===== src/rtl/prg_load_seq.sv =====
// PRG download sequencer: parses the load-address header, streams payload into the core config
// port through a one-entry holding register, then patches the BASIC end pointers. Macro: PRG_AUTORUN_EN.
module prg_load_seq #(
   parameter logic [15:0] ADDR_LIMIT = 16'hA000
) (
   input  logic        clk_sys,
   input  logic        reset_n,
   input  logic        dl_active,
   input  logic        dl_wr,
   input  logic [7:0]  dl_dout,
   output logic        dl_wait,
   output logic [15:0] mem_addr,
   output logic [7:0]  mem_data,
   output logic        mem_wr,
   input  logic        mem_busy,
   output logic [15:0] load_end,
   output logic        overflow,
   output logic        done
);

   typedef enum logic [2:0] {IDLE, HDR_LO, HDR_HI, DATA, PATCH, DONE} state_t;

`ifdef PRG_AUTORUN_EN
   localparam logic [3:0] NPATCH = 4'd13;
`else
   localparam logic [3:0] NPATCH = 4'd8;
`endif

   state_t      state;
   logic        act_q;
   logic [15:0] addr;
   logic [3:0]  pidx;
   logic        accept;
   logic        full_busy;
   logic        act_rise;

   assign accept    = mem_wr && !mem_busy;
   assign full_busy = mem_wr && mem_busy;
   assign act_rise  = dl_active && !act_q;
   // A byte can only collide with the holding register while the core is stalling it.
   assign dl_wait   = full_busy;

   function automatic logic [15:0] patch_addr(input logic [3:0] i);
      logic [15:0] a;
      case (i)
         4'd0:    a = 16'h002D;
         4'd1:    a = 16'h002E;
         4'd2:    a = 16'h002F;
         4'd3:    a = 16'h0030;
         4'd4:    a = 16'h0031;
         4'd5:    a = 16'h0032;
         4'd6:    a = 16'h00AE;
         4'd7:    a = 16'h00AF;
`ifdef PRG_AUTORUN_EN
         4'd8:    a = 16'h0277;
         4'd9:    a = 16'h0278;
         4'd10:   a = 16'h0279;
         4'd11:   a = 16'h027A;
         4'd12:   a = 16'h00C6;
`endif
         default: a = 16'h0000;
      endcase
      return a;
   endfunction

   function automatic logic [7:0] patch_data(input logic [3:0] i, input logic [15:0] le);
      logic [7:0] d;
      case (i)
         4'd0, 4'd2, 4'd4, 4'd6: d = le[7:0];
         4'd1, 4'd3, 4'd5, 4'd7: d = le[15:8];
`ifdef PRG_AUTORUN_EN
         4'd8:    d = 8'h52;
         4'd9:    d = 8'h55;
         4'd10:   d = 8'h4E;
         4'd11:   d = 8'h0D;
         4'd12:   d = 8'h04;
`endif
         default: d = 8'h00;
      endcase
      return d;
   endfunction

   always_ff @(posedge clk_sys or negedge reset_n) begin
      if (!reset_n) begin
         state    <= IDLE;
         act_q    <= 1'b0;
         addr     <= 16'h0000;
         pidx     <= 4'd0;
         mem_addr <= 16'h0000;
         mem_data <= 8'h00;
         mem_wr   <= 1'b0;
         load_end <= 16'h0000;
         overflow <= 1'b0;
         done     <= 1'b0;
      end else begin
         act_q <= dl_active;
         done  <= 1'b0;
         // An accepted write empties the register unless a later branch refills it.
         if (accept) mem_wr <= 1'b0;
         case (state)
            IDLE: begin
               if (act_rise) begin
                  state    <= HDR_LO;
                  overflow <= 1'b0;
                  mem_wr   <= 1'b0;
                  mem_addr <= 16'h0000;
                  mem_data <= 8'h00;
               end
            end
            HDR_LO: begin
               if (!dl_active) begin
                  state <= IDLE;
               end else if (dl_wr) begin
                  addr[7:0] <= dl_dout;
                  state     <= HDR_HI;
               end
            end
            HDR_HI: begin
               if (!dl_active) begin
                  state <= IDLE;
               end else if (dl_wr) begin
                  addr[15:8] <= dl_dout;
                  state      <= DATA;
               end
            end
            DATA: begin
               if (dl_wr) begin
                  if (full_busy) begin
                     overflow <= 1'b1;
                  end else if (addr < ADDR_LIMIT) begin
                     mem_addr <= addr;
                     mem_data <= dl_dout;
                     mem_wr   <= 1'b1;
                     addr     <= addr + 16'd1;
                  end else begin
                     overflow <= 1'b1;
                  end
               end else if (!dl_active && (!mem_wr || accept)) begin
                  state    <= PATCH;
                  load_end <= addr;
                  pidx     <= 4'd0;
               end
            end
            PATCH: begin
               if (!mem_wr || accept) begin
                  if (dl_active) begin
                     state    <= HDR_LO;
                     overflow <= 1'b0;
                  end else if (pidx < NPATCH) begin
                     mem_addr <= patch_addr(pidx);
                     mem_data <= patch_data(pidx, load_end);
                     mem_wr   <= 1'b1;
                     pidx     <= pidx + 4'd1;
                  end else begin
                     state <= DONE;
                     done  <= 1'b1;
                  end
               end
            end
            DONE: begin
               if (dl_active) begin
                  state    <= HDR_LO;
                  overflow <= 1'b0;
               end else begin
                  state <= IDLE;
               end
            end
            default: state <= IDLE;
         endcase
      end
   end

endmodule

===== config.mk =====
export PLATFORM = sky130hd
export DESIGN_NAME = prg_load_seq
export DESIGN_NICKNAME = d
export VERILOG_FILES = /design/src/rtl/prg_load_seq.sv
export SDC_FILE = /design/constraint.sdc
export NUM_CORES = 1
export LEC_CHECK = 0
export BUFFER_PORTS_ARGS = -buffer_cell sky130_fd_sc_hd__buf_4
export CAP_MARGIN = 40
export CORE_MARGIN = 2
export CORE_UTILIZATION = 30
export CTS_BUF_LIST = sky130_fd_sc_hd__clkbuf_8
export DETAILED_ROUTE_END_ITERATION = 12
export HOLD_SLACK_MARGIN = 0.15
export MAX_ROUTING_LAYER = met4
export SLEW_MARGIN = 20
export SYNTH_ARGS = -nofsm -noshare
export SYNTH_HDL_FRONTEND = slang
export SYNTH_SLANG_ARGS = --single-unit

===== constraint.sdc =====
create_clock -name clk_sys -period 3.5 [get_ports clk_sys]
set_clock_uncertainty 0.15 [all_clocks]
set_input_delay 0.525 -clock clk_sys [delete_from_list [all_inputs] [get_ports clk_sys]]
set_output_delay 0.525 -clock clk_sys [all_outputs]
set_load 0.02 [all_outputs]

* Word-level counts from Yosys, hierarchy flattened
Memory sizes are Yosys's and may differ from the RTL's.
Cells that the tools add are included.
Widths: inputs -> output; s select.
** Word-level totals
- Register bits after elaboration :: 67
- ROM bits :: 48
- Bits of input ports :: 13
- Output and inout port bits :: 44
- Memories kept :: 1
** Cells by class
- Reduce and logical (&&, ||, !) cells :: 25
- Equal/unequal tests :: 29
- Add/sub/neg operators :: 2
- Muxes and demuxes :: 63
- Bitwise logic cells :: 1
- Magnitude comparators :: 2
** Memories
- (name not given) :: words 8, width 6, read ports 1, clocked after memory_dff 0, write ports 0, RTL line 45 : case (i)
** Operators by type and width (number)
- $mux 16 :: 11
- $mux 8 :: 9
- $pmux 16 s3 :: 1
- $pmux 8 s2 :: 3
- $mux 3 :: 10
- $ne 2x2->1 const B :: 13
- $pmux 8 s3 :: 1
- $mux 4 :: 5
- $mux 1 :: 19
- $pmux 3 s6 :: 1
- $reduce_and 6->1 :: 3
- $add 16x1->16 const B :: 1
- $eq 4x3->1 const B :: 4
- $lt 16x16->1 const B :: 1
- $ne 3x3->1 const B :: 4
- $eq 4x2->1 const B :: 2
- $pmux 4 s2 :: 1
- $reduce_and 8->1 :: 1
- $reduce_or 4->1 :: 2
- $reduce_and 7->1 :: 1
- $eq 3x2->1 const B :: 2
- $eq 3x3->1 const B :: 2
- $reduce_bool 2->1 :: 3
- $reduce_and 5->1 :: 1
- 15 further kinds :: 21

* Logic depth before layout (Yosys ltp)
Gate-level depths: netlist (run 1).
- Word-level depth :: 7
- Mapped depth :: 7

* Worst setup path after synthesis (run 1)
Ideal clock, no wire load.
- Path kind :: input to register
- Start point :: input dl_active
- End point :: register mem_data[4]
- Data required time :: 3225 ps
- Slack :: 1425 ps
- Library setup time :: 125 ps
- Stages :: 6
- Data arrival time :: 1800 ps
- Cell sequence :: clkbuf_1 nor2b_1 o21bai_1 a22oi_4 buf_6 mux2_2
** On the way
- Word-level cells in the longest chain between the ends :: 3
- Elaborated cells on any way between the ends :: 4
** Ends and longest elaborated chain
- start: declaration :: RTL line 8 : input logic dl_active,
- $logic_and 1x1->1 :: RTL line 39 : assign act_rise = dl_active && !act_q;
- $ne 2x2->1 (no source line)
- $reduce_and 8->1 (no source line) *
- end signal: assignment :: RTL line 132 : mem_data <= dl_dout;
- end signal: assignment :: RTL line 151 : mem_data <= patch_data(pidx, load_end);
- end: declaration :: RTL line 13 : output logic [7:0] mem_data,
Mark *: on every way between the ends. The rest lies on a longest branch, timed or not.
A chain may end at the register's enable or synchronous reset.

* Final worst setup path (run 1)
- Start point :: register state[0]
- End point :: register mem_addr[13]
** On the way
- Word-level cells in the longest chain between the ends :: 3
- Elaborated cells on any way between the ends :: 13
** Ends and longest elaborated chain
- start: declaration :: RTL line 29 : state_t state;
- start signal: assignment :: RTL line 85 : state <= IDLE;
- start signal: assignment :: RTL line 103 : state <= HDR_LO;
- start signal: assignment :: RTL line 112 : state <= IDLE;
- $eq 3x2->1 (tied with other cells) :: RTL line 100 : case (state)
- $ne 2x2->1 (no source line) / $reduce_bool 3->1 (equally long branches)
- $reduce_and 8->1 (no source line)
- end signal: assignment :: RTL line 131 : mem_addr <= addr;
- end signal: assignment :: RTL line 150 : mem_addr <= patch_addr(pidx);
- end: declaration :: RTL line 12 : output logic [15:0] mem_addr,
Several ways; a longest one is shown, not always the timed one.

==> PnR_summary.wiki, run 1 <==
{| class="wikitable"
! Metric !! Value
|-
| Die ar. || 13000 sq um
|-
| Cells after synthesis || 356
|-
| Most used cells in the layout excluding fill and tap cells || 67 x dfrtp_1, 60 x buf_4, 32 x nand2_1
|-
| Worst reg2reg path endpoint || mem_addr[13]$_DFFE_PN0P_
|-
| Startpoint of the worst-slack reg-to-reg timing path || state[0]$_DFFE_PN0P_
|-
| Capturing element type of the critical path || register
|-
| Synthesis warning total || 0
|-
| Placement row count || 40
|-
| Netlist area before placement || 3640 sq um
|-
| Worst Path Buf+Inv || 1
|-
| Vias in the first global route || 3004
|-
| GPL Wtd Cong || 0.854
|-
| Fmax || 396 MHz
|-
| First-pass detailed-route iteration total || 5
|-
| Number of stages on the worst hold path || 1
|-
| Wirelength, routed || 9720 um
|-
| Number of inserted diodes || 0
|-
| Hold Path Origin || dl_active
|-
| Vias || 2973
|-
| Crit path largest cell delay || 0.71 ns
|-
| Static leakage power || 1.98 nW
|-
| Share of flip-flops with an asynchronous set or reset after synthesis || 100%
|-
| Final Instance Count excl. Fillers || 561
|-
| Initial antenna violation count || 0
|-
| Layout Area Growth over Synthesis || 21.1%
|-
| Final ANT Viol Nets || 0
|-
| Largest buffer count on any clock path || 2
|-
| Detailed Place HPWL || 6890 um
|-
| Sinks on the clock net || 67
|-
| Initial core utilization || 30.6%
|-
| Total nets after synthesis || 376
|-
| # resized after CTS || 0
|-
| Average via count per standard cell || 5.30
|-
| Run status || finished clean
|-
| Final critical delay including setup and external delays || 2.52 ns
|-
| Final worst slack || 0.977 ns
|-
| Path depth of the worst reg2reg path || 5
|-
| Register area share after synthesis || 46.0%
|-
| Post-route worst hold slack || 0.225 ns
|-
| Sw Share || 42.2%
|-
| Clock share of power || 16.7%
|-
| Post-synth top area share || 46.0%
|-
| Number of distinct library cells after synthesis || 64
|-
| Post-Place Cell Area || 4200 sq um
|-
| Count of flip-flops with a built-in enable after synthesis || 0
|-
| FF-to-FF setup slack || 0.98 ns
|-
| Slew at the pin closest to its max-slew limit || 0.842 ns
|-
| Clock latency of the later-clocked register in the worst-skew pair || 0.34 ns
|-
| Synth area leaders || dfrtp_1 46%, mux2_2 7.1%, mux2i_1 3.6%
|-
| GR Overflow Total || 0
|-
| Share of the clock period used by the worst path after layout || 72.1%
|-
| Part of the total power dissipated in sequential elements || 37.7%
|-
| Ordered cell list for the critical path || and3b_1, nand4_4, a22oi_4, buf_4, mux2i_1
|-
| Number of buffers created by CTS || 9
|-
| Die Span X || 114 um
|-
| Clock transition at the register clock pins on the worst setup and hold paths after CTS || 0.07 ns
|-
| Largest net degree at the start of global routing || 54
|-
| Clock tree from TritonCTS || built
|-
| First-pass GRT wire length || 15800 um
|-
| Setup Crit Path Kind || register to register
|-
| Cell count after placement || 544
|-
| Die height || 114 um
|-
| IO Pins || 57
|-
| Class of the tightest hold or removal check || input pin to register
|-
| Reported max-cap violation count || 0
|-
| Type of element launching the critical path || register
|-
| First DRT Iteration DRCs || 218
|-
| Data arrival time of the critical path || 2.64 ns
|-
| CTS H-Tree Depth || 3
|-
| Power Density || 877 nW/um^2
|-
| Worst setup path start || state[0]$_DFFE_PN0P_
|-
| Number of buffers added on ports || 56
|-
| Final routed DRC violation total || 0
|-
| Post-synth top flop || dfrtp_1
|-
| Root buffer cell || clkbuf_8
|-
| Fraction of final layout cells with drive strength greater than 1 || 26.6%
|-
| Synth area leader || dfrtp_1
|-
| Worst hold endpoint || act_q$_DFF_PN0_
|-
| Wire per inst || 17.3 um
|-
| Internal power summed over all cells || 2.24 mW
|-
| Count of state elements after synthesis || 67
|-
| Most common cell after layout, fill and taps aside || dfrtp_1
|-
| Setup violation total in the final timing report || 0
|-
| Pins over their slew limit || 0
|-
| CP max-delay cell || a22oi_4
|-
| Worst Path Required || 3.61 ns
|-
| VDD IR max || 0.279 mV
|-
| Slew Limit Headroom || 43.6%
|-
| Psw || 1.64 mW
|-
| Final net count || 430
|-
| Fin area || 4420 sq um
|-
| Setup Slack @ Placement || 0.738 ns
|-
| Crit-path max FO || 18
|-
| Power share of the combinational group || 45.6%
|-
| Setup repair after global routing missed its margin || false
|-
| Placeable core area || 11900 sq um
|-
| Cell family with the largest share of critical-path delay || compound AO/OA/AOI/OAI gates
|-
| Setup total negative slack || 0 ns
|-
| Number of hold violations in the final report || 0
|-
| Gr usage total || 15.9%
|-
| Synthesized area per cell || 10.2 sq um
|}
timing repair:
action | in CTS | in global routing
setup buffers | 0 | 0
hold endpoints to repair | 33 | 0
hold buffers | 1 | 0
worst max-delay path by stage:
stage	end	slack (ns)	cells after the start
2_1_floorplan	mem_data[4]$_DFFE_PN0P_	1.43	6
3_3_place_gp	load_end[11]$_DFFE_PN0P_	0.81	4
3_5_place_dp	load_end[1]$_DFFE_PN0P_	0.74	4
4_1_cts	load_end[1]$_DFFE_PN0P_	0.72	4
5_1_grt	mem_addr[12]$_DFFE_PN0P_	0.78	5
6_report	mem_addr[13]$_DFFE_PN0P_	0.98	5
logic make-up (layout without fill, tap and decap cells):
kind of cell             after synthesis  in the layout  share of synthesized area [%]
flip-flops                            67             67                           46.0
multiplexers                          39             39                           11.6
adder cells (fa/ha/maj)                7              7                           2.40
XOR/XNOR                               2              2                          0.481
AO/OA/AOI/OAI                         99             99                           19.3
AND/OR/NAND/NOR                      102            102                           15.3
buffers and inverters                 40             98                           4.87
per-stage QoR:
stage | utilization, % | total power, mW
6_report | 37.1 | 3.87
5_1_grt | 37.1 | 4.14
4_1_cts | 36.9 | 3.90
3_5_place_dp | 35.2 | 3.24
3_3_place_gp | 35.1 | 3.21
2_1_floorplan | - | 2.59
power groups by stage:
| stage | combinational [mW] | clock, mW | sequential (mW) |
|---|---|---|---|
| final | 1.77 | 0.648 | 1.46 |
| after global routing | 1.92 | 0.705 | 1.51 |
| after CTS | 1.78 | 0.668 | 1.46 |
| after detailed placement | 1.77 | 0 | 1.47 |
| after global placement | 1.75 | 0 | 1.46 |
| after floorplan | 1.00 | 0 | 1.59 |
synth_stat cells, drive strengths merged (3+ instances only):
library cell	n
dfrtp	67
nor3	3
inv	20
a221o	7
o211ai	3
nand3	9
ha	7
clkbuf	7
o22a	7
and3	6
a22oi	4
nand4	5
mux2	26
o21ai	17
nor2	19
a211oi	3
a2bb2oi	3
a31oi	9
nor2b	4
a21oi	21
o22ai	6
buf	13
nand2	32
o21a	3
and2	10
mux2i	13
a41oi	3
sequential cells by signal, indices dropped and copies added, names as in the netlist:
signal    flops
act_q         1
addr         16
mem_addr     16
pidx          4
overflow      1
load_end     16
done          1
mem_wr        1
state         3
mem_data      8
layout make-up:
cell class | instances | area, sq um
flip-flops and latches | 67 | 1680
well taps | 147 | 184
clock buffers | 11 | 151
repair buffers | 63 | 495
inverters | 20 | 75.1
multi-input cells | 249 | 1790
clock inverters | 4 | 42.5
fillers | 1223 | 7500
routing by layer:
layer | part of all wire (%) | vias to the layer above | GRT usage [%]
li1 | - | 1417 | -
met1 | 47 | 1472 | 21.1
met2 | 47 | 71 | 24.9
met3 | 4.2 | 13 | 2.86
met4 | 1.4 | 0 | 5.20
met5 | 0 | - | -
Note: power is estimated with default switching activity, not from simulation.
==> run 2: changes to the inputs <==
- clock period: 3.5 -> 2 ns (I/O delays scaled with it)
==> run 2 against run 1 <==
Effect of this change:
- hold slack worse by 0.052 ns
- final area is 12% higher
- non-clock buffer count is 59 higher
- routed wire length up 8.1%
- critical endpoint is now mem_data[6]$_DFFE_PN0P_
- register-to-register slack got worse by 0.97 ns
- count of clock-buffer cells in the layout is 1 lower
- core utilization grew 4.4 points
- sequential power is 63% higher
- global-route usage is 1.1 points higher
- flip-flop and latch count did not move
- setup slack got worse by 0.97 ns
- clock power up 76%
==> PnR_summary.wiki, run 2 (synthesis results as in run 1) <==
{| class="wikitable"
! Metric !! Value
|-
| GPL Wtd Cong || 0.904 (was 0.854)
|-
| Regs by FF count || addr: 16 flops, load_end: 16 flops, mem_addr: 16 flops (unchanged)
|-
| Number of filler cells placed in the layout || 1170 (was 1223)
|-
| CTS H-Tree Depth || 3 (unchanged)
|-
| Fraction of final layout cells with drive strength greater than 1 || 36.7% (was 26.6%)
|-
| Static leakage power || 2.27 nW (was 1.98 nW)
|-
| Setup total negative slack || 0 ns (unchanged)
|-
| Die Span X || 114 um (unchanged)
|-
| Number of inserted diodes || 0 (unchanged)
|-
| Setup violation total in the final timing report || 0 (unchanged)
|-
| Final Instance Count excl. Fillers || 621 (was 561)
|-
| Initial core utilization || 30.6% (unchanged)
|-
| Share of the clock period used by the worst path after layout || 99.5% (was 72.1%)
|-
| Average via count per standard cell || 5.31 (was 5.30)
|-
| Vias in the first global route || 3270 (was 3004)
|-
| Wire per inst || 16.9 um (was 17.3 um)
|-
| Sinks on the clock net || 67 (unchanged)
|-
| Layout Area Growth over Synthesis || 35.5% (was 21.1%)
|-
| Power Density || 1500 nW/um^2 (was 877 nW/um^2)
|-
| Vias || 3299 (was 2973)
|-
| VDD IR max || 0.466 mV (was 0.279 mV)
|-
| Detailed Place HPWL || 7610 um (was 6890 um)
|-
| Reported max-cap violation count || 0 (unchanged)
|-
| Number of hold violations in the final report || 0 (unchanged)
|-
| First DRT Iteration DRCs || 226 (was 218)
|-
| Initial antenna violation count || 0 (unchanged)
|-
| Die height || 114 um (unchanged)
|-
| Pins over their slew limit || 0 (unchanged)
|-
| Capturing element type of the critical path || register (unchanged)
|-
| Total power || 7.43 mW (was 3.87 mW)
|-
| Final critical delay including setup and external delays || 1.99 ns (was 2.52 ns)
|-
| Class of the tightest hold or removal check || input pin to register (unchanged)
|-
| First-pass detailed-route iteration total || 6 (was 5)
|-
| Most common cell after layout, fill and taps aside || buf_4 (was dfrtp_1)
|-
| Clock transition at the register clock pins on the worst setup and hold paths after CTS || 0.07 ns (about the same)
|-
| Final ANT Viol Nets || 0 (unchanged)
|-
| Final net count || 489 (was 430)
|-
| Setup repair after global routing missed its margin || true (was false)
|-
| FF-to-FF setup slack || 0.01 ns (was 0.98 ns)
|-
| Sequential cell area || 1680 sq um (unchanged)
|-
| Area taken by multi-input logic gates || 1830 sq um (was 1790 sq um)
|-
| Slew at the pin closest to its max-slew limit || 0.519 ns (was 0.842 ns)
|-
| Number of buffers added on ports || 56 (unchanged)
|-
| Run status || finished clean (unchanged)
|-
| Final core area utilization || 41.5% (was 37.1%)
|-
| Wirelength, routed || 10500 um (was 9720 um)
|-
| Root buffer cell || clkbuf_8 (unchanged)
|-
| Clock latency of the later-clocked register in the worst-skew pair || 0.35 ns (was 0.34 ns)
|-
| Cell count after placement || 594 (was 544)
|-
| Placement row count || 40 (unchanged)
|-
| Largest net degree at the start of global routing || 39 (was 54)
|-
| Type of element launching the critical path || register (unchanged)
|-
| GR Overflow Total || 0 (unchanged)
|-
| Setup Crit Path Kind || register to register (unchanged)
|-
| Final routed DRC violation total || 0 (unchanged)
|-
| Largest buffer count on any clock path || 2 (unchanged)
|-
| Die ar. || 13000 sq um (unchanged)
|-
| Clock tree from TritonCTS || built (unchanged)
|-
| Placeable core area || 11900 sq um (unchanged)
|-
| Most used cells in the layout excluding fill and tap cells || 107 x buf_4, 67 x dfrtp_1, 31 x nand2_1 (was 67 x dfrtp_1, 60 x buf_4, 32 x nand2_1)
|-
| Fmax || 503 MHz (was 396 MHz)
|-
| Worst Path Required || 2.08 ns (was 3.61 ns)
|-
| Crit-path max FO || 5 (was 18)
|-
| Slew Limit Headroom || 65.3% (was 43.6%)
|-
| Gr usage total || 17.0% (was 15.9%)
|-
| Data arrival time of the critical path || 2.07 ns (was 2.64 ns)
|-
| IO Pins || 57 (unchanged)
|-
| Number of buffers created by CTS || 9 (unchanged)
|-
| First-pass GRT wire length || 16900 um (was 15800 um)
|}
run 2: cell count changes in the layout (fill, tap and decap cells not counted), sizes merged:
cell / delta
clkinvlp: +1
clkbuf: -1
clkinv: +2
inv: -1
dlygate4sd3: +7
buf: +52
run 2: final cells by class:
type / instances / share of cell area [%]
clock buffers: 10 / 2.79
clock inverters: 6 / 1.14
inverters: 20 / 1.52
multi-input cells: 249 / 37.1
flip-flops and latches: 67 / 33.9
well taps: 147 / 3.72
repair buffers: 122 / 19.8
run 2: path summary, 6_finish.rpt:
check,from,end,cells after the start
max,state[1]$_DFFE_PN0P_,mem_data[6]$_DFFE_PN0P_,5
min,dl_dout[5],addr[5]$_DFFE_PN0P_,3
max reg2reg,state[1]$_DFFE_PN0P_,mem_data[6]$_DFFE_PN0P_,5
min reg2reg,mem_addr[4]$_DFFE_PN0P_,mem_addr[4]$_DFFE_PN0P_,1
max in group asynchronous,reset_n,mem_addr[14]$_DFFE_PN0P_,3
min in group asynchronous,reset_n,mem_addr[13]$_DFFE_PN0P_,2
run 2: power by group:
group	internal, mW	switching, mW	total, mW
combinational	1.85	2.07	3.91
sequential	1.91	0.468	2.38
clock	0.599	0.540	1.14
run 2: routing by layer:
metal | GRT usage [%] | routed length, um
met4 | 4.39 | 146
met2 | 27.8 | 5060
met3 | 3.07 | 436
met5 | - | 0
met1 | 21.9 | 4860
run 2: worst max-delay path, cell delays in order (launching register included):
cell and delay [ns]:
dfrtp_1 0.41, or2_2 0.33, o21bai_4 0.19, a22oi_4 0.28, buf_6 0.17, mux2_2 0.33
run 2: stage by stage:
step	setup slack (ns)	cell area, sq um	hold WS (ns)
after global routing	-0.0466	4940	0.184
after CTS	0.00825	4900	0.153
after floorplan	0.0148	3640	-0.146
final	0.0109	4940	0.173
after detailed placement	-0.0995	4580	0.130
after global placement	-0.0414	4580	0.123
run 2: what timing repair did:
action,CTS,global route
hold buffers,8,0
setup endpoints to repair,7,27
resized for setup,7,11
pin swaps,1,0
buffers inserted,2,1
endpoints found under the hold margin,74,0
==> run 3: changes to the inputs <==
- clock period: 2 -> 2.04 ns (I/O delays scaled with it)
==> run 3 against run 2 <==
Effect of this change:
- count of clock-buffer cells in the layout unchanged
- combinational power fell by 5.6%
- clock power shrank 16%
- flip-flop and latch count unchanged
- core utilization is 0.84 points lower
- total power decreased by 6.0%
- via count fell by 2.2%
- register-to-register slack better by 0.05 ns
- routed wire length is 1.3% lower
- die area is the same
- cell count shrank 1.3%
- final area shrank 2.0%
- largest cell class unchanged
==> PnR_summary.wiki, run 3 (synthesis results as in run 1) <==
{| class="wikitable"
! Metric !! Value
|-
| Run status || finished clean (unchanged)
|-
| Class of the tightest hold or removal check || input pin to register (unchanged)
|-
| Post-Place Cell Area || 4540 sq um (was 4580 sq um)
|-
| Die ar. || 13000 sq um (unchanged)
|-
| Clock transition at the register clock pins on the worst setup and hold paths after CTS || 0.07 ns (about the same)
|-
| Final routed DRC violation total || 0 (unchanged)
|-
| Crit-path max FO || 10 (was 5)
|-
| Final ANT Viol Nets || 0 (unchanged)
|-
| Number of hold violations in the final report || 0 (unchanged)
|-
| Regs by FF count || addr: 16 flops, load_end: 16 flops, mem_addr: 16 flops (unchanged)
|-
| Initial antenna violation count || 0 (unchanged)
|-
| Vias || 3228 (was 3299)
|-
| Data arrival time of the critical path || 2.07 ns (about the same)
|-
| GPL Wtd Cong || 0.884 (was 0.904)
|-
| Largest net degree at the start of global routing || 49 (was 39)
|-
| Reported max-cap violation count || 0 (unchanged)
|-
| Setup total negative slack || 0 ns (unchanged)
|-
| Most common cell after layout, fill and taps aside || buf_4 (unchanged)
|-
| Area taken by multi-input logic gates || 1820 sq um (was 1830 sq um)
|-
| Share of the clock period used by the worst path after layout || 97.4%
|-
| Gr usage total || 17.2% (was 17.0%)
|-
| Fin area || 4840 sq um (was 4940 sq um)
|-
| Wire per inst || 16.9 um (about the same)
|-
| Setup Crit Path Kind || input pin to register (was register to register)
|-
| Slew Limit Headroom || 69.5% (was 65.3%)
|-
| Final critical delay including setup and external delays || 1.99 ns
|-
| Die height || 114 um (unchanged)
|-
| Path depth of the worst reg2reg path || 5 (unchanged)
|-
| Clock tree from TritonCTS || built (unchanged)
|-
| Detailed Place HPWL || 7530 um (was 7610 um)
|-
| Hold Path Origin || mem_busy (was dl_dout[5])
|-
| Clock latency of the later-clocked register in the worst-skew pair || 0.36 ns (was 0.35 ns)
|-
| Setup violation total in the final timing report || 0 (unchanged)
|-
| Setup repair after global routing missed its margin || true (unchanged)
|-
| Number of stages on the worst hold path || 3 (unchanged)
|-
| Layout Area Growth over Synthesis || 32.8% (was 35.5%)
|-
| Placement row count || 40 (unchanged)
|-
| VDD IR max || 0.478 mV (was 0.466 mV)
|-
| Sinks on the clock net || 67 (unchanged)
|-
| Most used cells in the layout excluding fill and tap cells || 103 x buf_4, 63 x dfrtp_1, 31 x nand2_1 (was 107 x buf_4, 67 x dfrtp_1, 31 x nand2_1)
|-
| Average via count per standard cell || 5.27 (was 5.31)
|-
| Die Span X || 114 um (unchanged)
|-
| Vias in the first global route || 3182 (was 3270)
|-
| CTS H-Tree Depth || 3 (unchanged)
|-
| Root buffer cell || clkbuf_8 (unchanged)
|-
| Number of inserted diodes || 0 (unchanged)
|-
| First-pass detailed-route iteration total || 4 (was 6)
|-
| Worst reg2reg path endpoint || mem_data[5]$_DFFE_PN0P_ (was mem_data[6]$_DFFE_PN0P_)
|-
| Placeable core area || 11900 sq um (unchanged)
|-
| Fmax || 503 MHz
|-
| Static leakage power || 2.21 nW (was 2.27 nW)
|-
| Worst hold endpoint || pidx[2]$_DFFE_PN0P_ (was addr[5]$_DFFE_PN0P_)
|-
| Final core area utilization || 40.6% (was 41.5%)
|-
| Number of buffers added on ports || 56 (unchanged)
|-
| First DRT Iteration DRCs || 218 (was 226)
|-
| Startpoint of the worst-slack reg-to-reg timing path || pidx[1]$_DFFE_PN0P_ (was state[1]$_DFFE_PN0P_)
|-
| Initial core utilization || 30.6% (unchanged)
|-
| Power Density || 1440 nW/um^2 (was 1500 nW/um^2)
|-
| Number of filler cells placed in the layout || 1179 (was 1170)
|-
| First-pass GRT wire length || 16800 um (was 16900 um)
|-
| GR Overflow Total || 0 (unchanged)
|-
| Largest buffer count on any clock path || 2 (unchanged)
|-
| Wirelength, routed || 10400 um (was 10500 um)
|-
| Capturing element type of the critical path || register (unchanged)
|-
| Fraction of final layout cells with drive strength greater than 1 || 36.5% (was 36.7%)
|-
| Slew at the pin closest to its max-slew limit || 0.445 ns (was 0.519 ns)
|-
| Final net count || 482 (was 489)
|-
| Number of buffers created by CTS || 9 (unchanged)
|-
| Worst Path Required || 2.12 ns (was 2.08 ns)
|-
| Type of element launching the critical path || input pin (was register)
|-
| IO Pins || 57 (unchanged)
|-
| FF-to-FF setup slack || 0.06 ns (was 0.01 ns)
|-
| Pins over their slew limit || 0 (unchanged)
|-
| Sequential cell area || 1680 sq um (about the same)
|}
[run 3: final cells by class]
cell class	instances	share of cell area (%)
Tap cell	147	3.80
Clock buffer	10	2.84
Timing Repair Buffer	115	18.9
Inverter	20	1.55
Multi-Input combinational cell	249	37.7
Sequential cell	67	34.7
Clock inverter	5	0.465
[run 3: timing repair]
| item | in CTS | in global routing |
|---|---|---|
| endpoints found under the hold margin | 76 | 0 |
| setup buffers | 0 | 1 |
| endpoints found under the setup margin | 7 | 25 |
| pin swaps | 0 | 1 |
| gates resized for setup | 3 | 15 |
| hold buffers | 9 | 0 |
[run 3: through the flow]
stage                     power (mW)  hold slack [ns]  setup WS, ns  instances
final                           6.99            0.189        0.0524        613
after global placement          5.95            0.114      -0.00929        588
after detailed placement        6.01            0.120       -0.0951        588
after global routing            7.48            0.210      -0.00775        613
after floorplan                 4.44           -0.140        0.0548        356
after CTS                       7.01            0.155        0.0318        612
[run 3: layer usage]
metal	vias to the layer above	GRT usage (%)	part of all wire [%]
met4	0	8.78	3.0
met1	1600	22.8	45
met3	22	2.91	4.4
met2	84	25.5	47
li1	1522	-	-
met5	-	-	0
[run 3: how the worst max path moves through the flow]
stage	start	end
finish	dl_active	state[1]$_DFFE_PN0P_
global route	addr[0]$_DFFE_PN0P_	addr[12]$_DFFE_PN0P_
CTS	pidx[1]$_DFFE_PN0P_	mem_data[5]$_DFFE_PN0P_
detailed placement	pidx[1]$_DFFE_PN0P_	mem_data[5]$_DFFE_PN0P_
global placement	pidx[1]$_DFFE_PN0P_	mem_data[5]$_DFFE_PN0P_
floorplan	addr[0]$_DFFE_PN0P_	addr[12]$_DFFE_PN0P_
[run 3: critical path, stage by stage]
cell           delay [ns]
dlygate4sd3_1        0.53
buf_4                0.17
a211oi_2             0.35
nor2_1               0.13
a2111oi_0            0.47
nor2_1               0.11
[run 3: power by group]
| part | switching, mW | total [mW] | internal (mW) |
|---|---|---|---|
| logic | 1.97 | 3.69 | 1.72 |
| clock network | 0.506 | 0.958 | 0.452 |
| registers | 0.463 | 2.34 | 1.88 |
